`src/rtl/obj_layer_reader.sv`:
```
// obj_layer_reader: object table, per-line scan buffer and per-pixel object lookup
//
// Holds the 8-entry object table written by the game controller. On every
// iLineStart the table is scanned, one entry per cycle, into a per-line slot
// buffer. After that, active-video pixels are looked up against the buffer.
// Each entry is {ON, TILE[2:0], X[4:0], Y[3:0]}.
//
// Ports:
//   clk, reset_n           clock, asynchronous active-low reset
//   iObjRam_addr/data/we   object table write port
//   iFrameStart            start of vertical blank, abandons any scan
//   iLineStart             start of h-blank, iPixY holds the next displayed line
//   iPixValid, iPixX/Y     pixel being displayed
//   oScanBusy              line scan in progress
//   oObj_hit/tile/u/v      registered lookup result for last cycle's pixel
//   oOverlap               sticky multi-object flag, only with OBJ_OVERLAP_EN
//
// Build option: define OBJ_OVERLAP_EN to add oOverlap.
module obj_layer_reader (
    input  logic        clk,
    input  logic        reset_n,
    input  logic [2:0]  iObjRam_addr,
    input  logic [12:0] iObjRam_data,
    input  logic        iObjRam_we,
    input  logic        iFrameStart,
    input  logic        iLineStart,
    input  logic        iPixValid,
    input  logic [9:0]  iPixX,
    input  logic [9:0]  iPixY,
    output logic        oScanBusy,
    output logic        oObj_hit,
    output logic [2:0]  oObj_tile,
    output logic [4:0]  oObj_u,
    output logic [4:0]  oObj_v
`ifdef OBJ_OVERLAP_EN
    ,
    output logic        oOverlap
`endif
);
    localparam int N_OBJ      = 8;
    localparam int TILE_SHIFT = 5;

    typedef enum logic [1:0] {IDLE, SCAN, READY} state_t;

    state_t                r_state, w_next;
    logic [N_OBJ-1:0][12:0] r_mem;
    logic [N_OBJ-1:0]       r_valid;
    logic [N_OBJ-1:0][2:0]  r_tile;
    logic [N_OBJ-1:0][4:0]  r_x;
    logic [4:0]             r_row;
    logic [2:0]             r_idx;
    logic [4:0]             w_col;
    logic [N_OBJ-1:0]       w_match;
    logic [2:0]             w_tile;
    logic                   w_hit;
    logic [12:0]            w_entry;

    assign oScanBusy = (r_state == SCAN);
    assign w_col     = iPixX[9:TILE_SHIFT];
    assign w_entry   = r_mem[r_idx];

    always_ff @(posedge clk or negedge reset_n) begin
        if (!reset_n) r_state <= IDLE;
        else          r_state <= w_next;
    end

    always_comb begin
        w_next = r_state;
        if (iFrameStart)
            w_next = IDLE;
        else if (iLineStart)
            w_next = SCAN;
        else if (r_state == SCAN && r_idx == 3'd7)
            w_next = READY;
    end

    // Lowest matching index wins, so walk downwards and let it overwrite.
    always_comb begin
        w_match = '0;
        w_tile  = '0;
        for (int i = N_OBJ - 1; i >= 0; i--) begin
            w_match[i] = r_valid[i] && (r_x[i] == w_col);
            if (w_match[i])
                w_tile = r_tile[i];
        end
        w_hit = iPixValid && (r_state == READY) && (|w_match);
    end

    // The scan reads the table before this edge's write lands, so a write to
    // the entry being scanned (or an earlier one) only shows on the next line.
    always_ff @(posedge clk or negedge reset_n) begin
        if (!reset_n) begin
            r_mem     <= '0;
            r_valid   <= '0;
            r_tile    <= '0;
            r_x       <= '0;
            r_row     <= '0;
            r_idx     <= '0;
            oObj_hit  <= 1'b0;
            oObj_tile <= '0;
            oObj_u    <= '0;
            oObj_v    <= '0;
        end else begin
            if (iObjRam_we)
                r_mem[iObjRam_addr] <= iObjRam_data;
            if (iFrameStart) begin
                r_valid <= '0;
            end else if (iLineStart) begin
                r_row   <= iPixY[9:TILE_SHIFT];
                r_idx   <= '0;
                r_valid <= '0;
            end else if (r_state == SCAN) begin
                r_valid[r_idx] <= w_entry[12] && ({1'b0, w_entry[3:0]} == r_row);
                r_tile[r_idx]  <= w_entry[11:9];
                r_x[r_idx]     <= w_entry[8:4];
                r_idx          <= r_idx + 3'd1;
            end
            oObj_hit  <= w_hit;
            oObj_tile <= w_hit ? w_tile : 3'd0;
            oObj_u    <= w_hit ? iPixX[4:0] : 5'd0;
            oObj_v    <= w_hit ? iPixY[4:0] : 5'd0;
        end
    end

`ifdef OBJ_OVERLAP_EN
    logic w_multi;

    // Clearing the lowest set bit leaves something only if two or more were set.
    assign w_multi = |(w_match & (w_match - 8'd1));

    always_ff @(posedge clk or negedge reset_n) begin
        if (!reset_n)
            oOverlap <= 1'b0;
        else if (iFrameStart)
            oOverlap <= 1'b0;
        else if (iPixValid && r_state == READY && w_multi)
            oOverlap <= 1'b1;
    end
`endif

endmodule
```
`config.mk`:
```
export PLATFORM = sky130hd
export DESIGN_NAME = obj_layer_reader
export DESIGN_NICKNAME = d
export VERILOG_FILES = /design/src/rtl/obj_layer_reader.sv
export SDC_FILE = /design/constraint.sdc
export NUM_CORES = 1
export LEC_CHECK = 0
export BUFFER_PORTS_ARGS = -buffer_cell sky130_fd_sc_hd__buf_2
export CAP_MARGIN = 30
export CORE_ASPECT_RATIO = 1.1
export CORE_MARGIN = 3
export CORE_UTILIZATION = 48
export CTS_BUF_LIST = sky130_fd_sc_hd__clkbuf_4
export CTS_CLUSTER_SIZE = 8
export DETAILED_ROUTE_END_ITERATION = 10
export GPL_TIMING_DRIVEN = 0
export HOLD_SLACK_MARGIN = 0.08
export PLACE_DENSITY_LB_ADDON = 0.2
export SLEW_MARGIN = 20
export SYNTH_ARGS = -nofsm -noshare
export SYNTH_HDL_FRONTEND = slang
export SYNTH_SLANG_ARGS = --single-unit
```
`constraint.sdc`:
```
create_clock -name clk -period 3.8 [get_ports clk]
set_input_delay 0.38 -clock clk [delete_from_list [all_inputs] [get_ports clk]]
set_output_delay 0.38 -clock clk [all_outputs]
set_load 0.005 [all_outputs]
```
Word-level counts from Yosys, hierarchy flattened. Index checks and enable logic that the tools add are counted.

Bits in read-only memories: 0. Word-level logic and storage cells: 105. Output and inout port bits: 15. Input bits: 42. Memories: 0. Latch bits: 0. RAM bits: 0. Bits in registers: 200.

Shifts and indexed selects: 0. $lt $le $gt $ge: 4. Reductions and logical operators: 21. Bitwise operators: 2. Add/sub/neg operators: 1. $mul: 0. Muxes and demuxes: 33. Eq/ne operators: 12. Div/mod/pow operators: 0.

Operators with widths (number): bitwise mux 104 bit (1); bitwise mux 40 bit (1); equality test 5 bit (8); binary-select mux 13 bit (select 3 bit) (1); demux 13 bit (select 3 bit) (1); 2-to-1 mux 3 bit (12); 2-to-1 mux 13 bit (2); bitwise mux 24 bit (1); 2-to-1 mux 8 bit (3); demux 5 bit (select 3 bit) (1); 2-to-1 mux 5 bit (3); logical AND 1 bit (14); demux 3 bit (select 3 bit) (1); bitwise mux 8 bit (1); < comparator 3 x 4 -> 1 bit (second input constant) (2); OR reduction 8 bit (1); >= comparator 3 x 1 -> 1 bit (second input constant) (2); 2-to-1 mux 2 bit (3); nonzero test 3 bit (2); equality test 4 x 5 -> 1 bit (1); AND reduction 2 bit (2); adder 3 x 1 -> 3 bit (second input constant) (1); demux 1 bit (select 3 bit) (1); equality test 3 bit (second input constant) (1); 6 further kinds (7).

Depth between registers and ports, before layout.
Word-level depth: 11. Gate-level depth with buffers: 9. Gate-level depth less buffers: 7.

Least setup slack after synthesis. OpenSTA, ideal clock, no wires.

Path kind: register -> register. Start: register r_idx[2]. End: register r_x[14] in the netlist's numbering. Slack: 1.797 ns. Arrival time: 1.853 ns. Stages on the path, launching flop included: 9. Cell sequence: dfrtp_1 > buf_4 > buf_4 > buf_6 > buf_2 > a31oi_1 > nor2_1 > a211oi_1 > o21ai_0.

Word-level cells in the longest chain between the ends: 5. Elaborated cells on any way between the ends: 8. Those cells by class: order compare: 2; mux: 5; reduce/logical: 1.

Ends and longest elaborated chain: from (decl) (RTL line 51) `logic [2:0] r_idx;`; from (signal assigned) (RTL line 116) `r_idx <= r_idx + 3'd1;`; < comparator 3 x 4 -> 1 bit (implied by the code) or >= comparator 3 x 1 -> 1 bit (tied branches) (RTL line 115) `r_x[r_idx] <= w_entry[8:4];`; logical AND 1 bit (implied by the code) (RTL line 115); 2-to-1 mux 5 bit (implied by the code) (RTL line 115); demux 5 bit (select 3 bit) (RTL line 115); bitwise mux 40 bit * (RTL line 115); to (signal, indexed assignment) (RTL line 115); to (decl) (RTL line 49) `logic [N_OBJ-1:0][4:0] r_x;`.

Every way passes the cells marked *; elsewhere a longest branch is shown, timed or not. The select of a mux whose other input is x is not followed. A chain may end at the register's enable or synchronous reset.

Final worst setup path.
Start: register r_idx[1]. End: register r_valid[2].

Word-level cells in the longest chain between the ends: 8. Elaborated cells on any way between the ends: 13. Those cells by class: order compare: 2; eq/ne: 1; mux: 8; reduce/logical: 2.

Ends and longest elaborated chain: < comparator 3 x 4 -> 1 bit (implied by the code), or another cell as far along (RTL line 113) `r_valid[r_idx] <= w_entry[12] && ({1'b0, w_entry[3:0]} == r_row);`; logical AND 1 bit or 2-to-1 mux 13 bit (tied branches) (RTL line 113, 60); 2-to-1 mux 1 bit (implied by the code) or equality test 4 x 5 -> 1 bit (tied branches) (RTL line 113); demux 1 bit (select 3 bit) or logical AND 1 bit (tied branches) (RTL line 113); bitwise mux 8 bit * (RTL line 113); 2-to-1 mux 8 bit * (RTL line 112) `end else if (r_state == SCAN) begin`; 2-to-1 mux 8 bit * (RTL line 108) `end else if (iLineStart) begin`; 2-to-1 mux 8 bit * (RTL line 106) `if (iFrameStart) begin`; to (signal, indexed assignment) (RTL line 113); to (decl) (RTL line 47) `logic [N_OBJ-1:0] r_valid;`.

Marks and branches as above.

==> results.md <==
* Crit Path Max Fanout at 10
* Slew headroom at 39.1%
* Synthesis warning total at 0
* Via density at 5.71
* Yosys top cell by area: dfrtp_1
* Ports at 57
* TritonCTS clock tree: done
* Sink Count at 200
* Initial antenna violation count at 1
* Core ar. at 18,500 um2
* Post-route ant nets at 0
* Utilization after layout at 55.2%
* Worst min-delay path category: in -> reg
* Layout area overhead at 12.0%
* CTS Buf Count at 17
* Tmin final at 2.83 ns
* CP Launch Point: r_idx[1]
* Cell Rows at 52
* Final setup vio count at 0
* Initial Utilization at 49.3%
* Global-route wire length before repair at 35,700 um
* Routability Congestion at 0.857
* Setup Skew at 0.0204 ns
* Vias in the first global route at 6,634
* Leak at 4.45 nW
* Clk buf depth at 2
* Worst-Margin Slew at 0.913 ns
* MaxCap Viol Count at 0
* Critical path type: reg -> reg
* Final Non-Filler Cells at 1,111
* Worst Setup Slack post-DPL at 1.06 ns
* Layout cells sized above 1 at 29.0%
* Distinct cells, synth at 52
* Cell count of the worst reg-to-reg path at 8
* Pin count of the biggest net entering global routing at 86
* Synthesized area per cell at 12.0 um2
* Met3 Usage GRT at 3.51%
* Hold path cells at 2
* Final hold vios at 0
* Worst skew pair latency at 0.58 ns
* Reg-to-reg startpoint: r_idx[1]
* Gr usage total at 22.7%
* Placed Cells at 1,059
* VDD IR max at 233 uV
* Crit path capture type: flop
* Met2 global-route usage at 40.3%
* Drt drc at 0
* Worst-path clk slew at 0.14 ns
* Final WL at 22,400 um
* RSZ-0062 raised after global routing: no
* Crit path arrival time at 3.31 ns
* CTS HTree Levels at 4
* Min-delay src: iObjRam_data[5]
* Yosys reg bits at 200
* Synth Net Count at 804
* Startpoint Class: flop
* Die Wd at 138 um
* Gr busiest metal: met2
* PortBufs at 51
* Detailed placement HPWL at 16,000 um
* Overflow after GRT at 0
* 1st-iter DRT viols at 462
* Fmax at 0.353 GHz
* Synth top area share at 54.8%
* Drt first pass iters at 5
* Final nets at 899
* Drt wl/cell at 20.2 um
* Worst Hold Margin at 0.130 ns
* Main area contributors after synthesis: dfrtp_1, mux2_2, a21oi_1
* Part of the Yosys area used for sequential elements at 54.8%
* Ys flop type: dfrtp_1
* Final Max Tran Viols at 0
* Ys async rst share at 100%
* Fillers at 1,580
* EDFF count, synth at 0
* Die Ht at 151 um
* Clk root buf: clkbuf_4
* Post-CTS sizing at 0
* Tcrit/Tclk final at 74.5%
* Final WS setup at 0.969 ns
* CP Data Required Time at 4.28 ns
* Die area at 20,700 um2
* Cell area power density at 449 nW/um2
* Setup_tns at 0 ns
* Via count at 6,343
* Met1 Resource Use GR at 28.0%
* Mapped cell area at 9140 um2
* Mapped Cells at 760
* Status: finished, final reports clean
==> path summary, 6_finish.rpt <==
kind | to | slack, ns
min in group asynchronous | r_state[1] | 0.26
worst max-delay path | r_valid[2] | 0.97
worst min register to register | r_tile[7] | 0.50
worst max register to register | r_valid[2] | 0.97
worst min-delay path | r_mem[83] | 0.13
max in group asynchronous | r_mem[41] | 2.44
==> cells in the final DEF, fill, tap and decap left out, types with 4 or more instances in the layout <==
cell / Yosys / final
clkbuf_4: 0 / 20
inv_1: 6 / 6
and3_1: 6 / 6
clkbuf_1: 14 / 14
nand2_1: 54 / 54
nor3_1: 11 / 11
a221oi_1: 9 / 9
nor2b_1: 11 / 11
o21ai_0: 38 / 38
xor2_1: 21 / 21
dlygate4sd3_1: 0 / 20
nand4_1: 8 / 8
nor4_1: 4 / 4
and2_1: 13 / 13
dfrtp_1: 200 / 200
nor2_1: 49 / 49
mux2i_1: 13 / 13
a221oi_2: 6 / 6
a21oi_1: 45 / 45
a22o_1: 5 / 5
buf_6: 4 / 4
nand4b_1: 4 / 4
o211ai_1: 14 / 14
buf_2: 15 / 68
a311oi_1: 4 / 4
nand3_1: 4 / 4
clkinv_2: 0 / 5
o31ai_1: 6 / 6
xnor2_1: 22 / 22
mux2_2: 124 / 124
a22oi_1: 6 / 6
==> sequential cells by signal (all words and copies together) (netlist names) <==
name,count
r_tile,24
r_valid,8
oObj_v,5
r_x,40
r_mem,104
r_state,2
oObj_u,5
oObj_hit,1
r_idx,3
r_row,5
oObj_tile,3
==> Yosys cell counts (3+ instances only) <==
| cell | count |
|---|---|
| nor2b_1 | 11 |
| a221oi_1 | 9 |
| o21ai_0 | 38 |
| xnor2_1 | 22 |
| buf_2 | 15 |
| clkbuf_1 | 14 |
| or3_1 | 3 |
| nand4b_1 | 4 |
| nor3_1 | 11 |
| a32oi_1 | 3 |
| o211ai_1 | 14 |
| xor2_1 | 21 |
| nor2_1 | 49 |
| and2_1 | 13 |
| inv_1 | 6 |
| nor4_1 | 4 |
| dfrtp_1 | 200 |
| a221oi_2 | 6 |
| o31ai_1 | 6 |
| nand2_1 | 54 |
| a22oi_1 | 6 |
| and3_1 | 6 |
| nand4_1 | 8 |
| a21boi_1 | 3 |
| a22o_1 | 5 |
| nand2b_1 | 3 |
| nand3_1 | 4 |
| mux2i_1 | 13 |
| buf_6 | 4 |
| a311oi_1 | 4 |
| mux2_2 | 124 |
| a21oi_1 | 45 |
| buf_4 | 3 |
==> layer usage <==
layer	part of all wire, %	routed length [um]	up-vias
li1	-	-	2935
met1	42	9380	3234
met2	52	11700	141
met3	3.4	768	33
met4	2.7	596	0
met5	0	0	-
==> final cells by class <==
cell class	count	area (um2)	share of cell area, %
clock buffer	20	150	1.47
buffer	36	195	1.91
antenna	1	2.50	0.0244
tap	243	304	2.97
multi-input combinational	517	3910	38.2
sequential	200	5000	48.9
inverter	7	26.3	0.257
clock inverter	11	108	1.05
timing repair buffer	76	536	5.23
==> what timing repair did <==
item / CTS / global route
buffers inserted: 0 / 0
hold buffers: 20 / 0
hold endpoints to repair: 133 / 0
==> where the power goes <==
| part | internal (mW) | total [mW] | switching, mW | leakage (nW) |
|---|---|---|---|---|
| Sequential | 2.46 | 2.65 | 0.188 | 2.56 |
| Clock | 0.398 | 1.06 | 0.664 | 0.143 |
| Combinational | 0.423 | 0.887 | 0.464 | 1.75 |
==> cells by family (layout without fill, tap and decap cells) <==
logic type / Yosys count / in the layout / share of synthesized area (%)
and+or+nand+nor: 181 / 181 / 9.82
xor gates and xnor gates: 43 / 43 / 4.12
adders and majority gates: 2 / 2 / 0.274
muxes: 139 / 139 / 17.2
DFF: 200 / 200 / 54.8
buffers and inverters: 43 / 150 / 2.42
AOI/OAI and AO/OA: 152 / 152 / 11.4
other: 0 / 1 / 0
==> critical path, stage by stage, from the launching register on <==
cell and delay (ns):
dfrtp_1 0.38, buf_2 0.25, nor2b_1 0.23, clkbuf_1 0.54
a22oi_1 0.21, o22ai_1 0.38, xnor2_1 0.19, nand3_2 0.22
o41ai_2 0.32
==> stage by stage <==
step / cell area (um2) / power (mW)
5_1_grt: 10200 / 4.83
3_5_place_dp: 9780 / 3.56
3_3_place_gp: 9700 / 3.49
6_report: 10200 / 4.59
4_1_cts: 10200 / 4.62
2_1_floorplan: 9140 / 3.23
(Power assumes the default switching activity.)
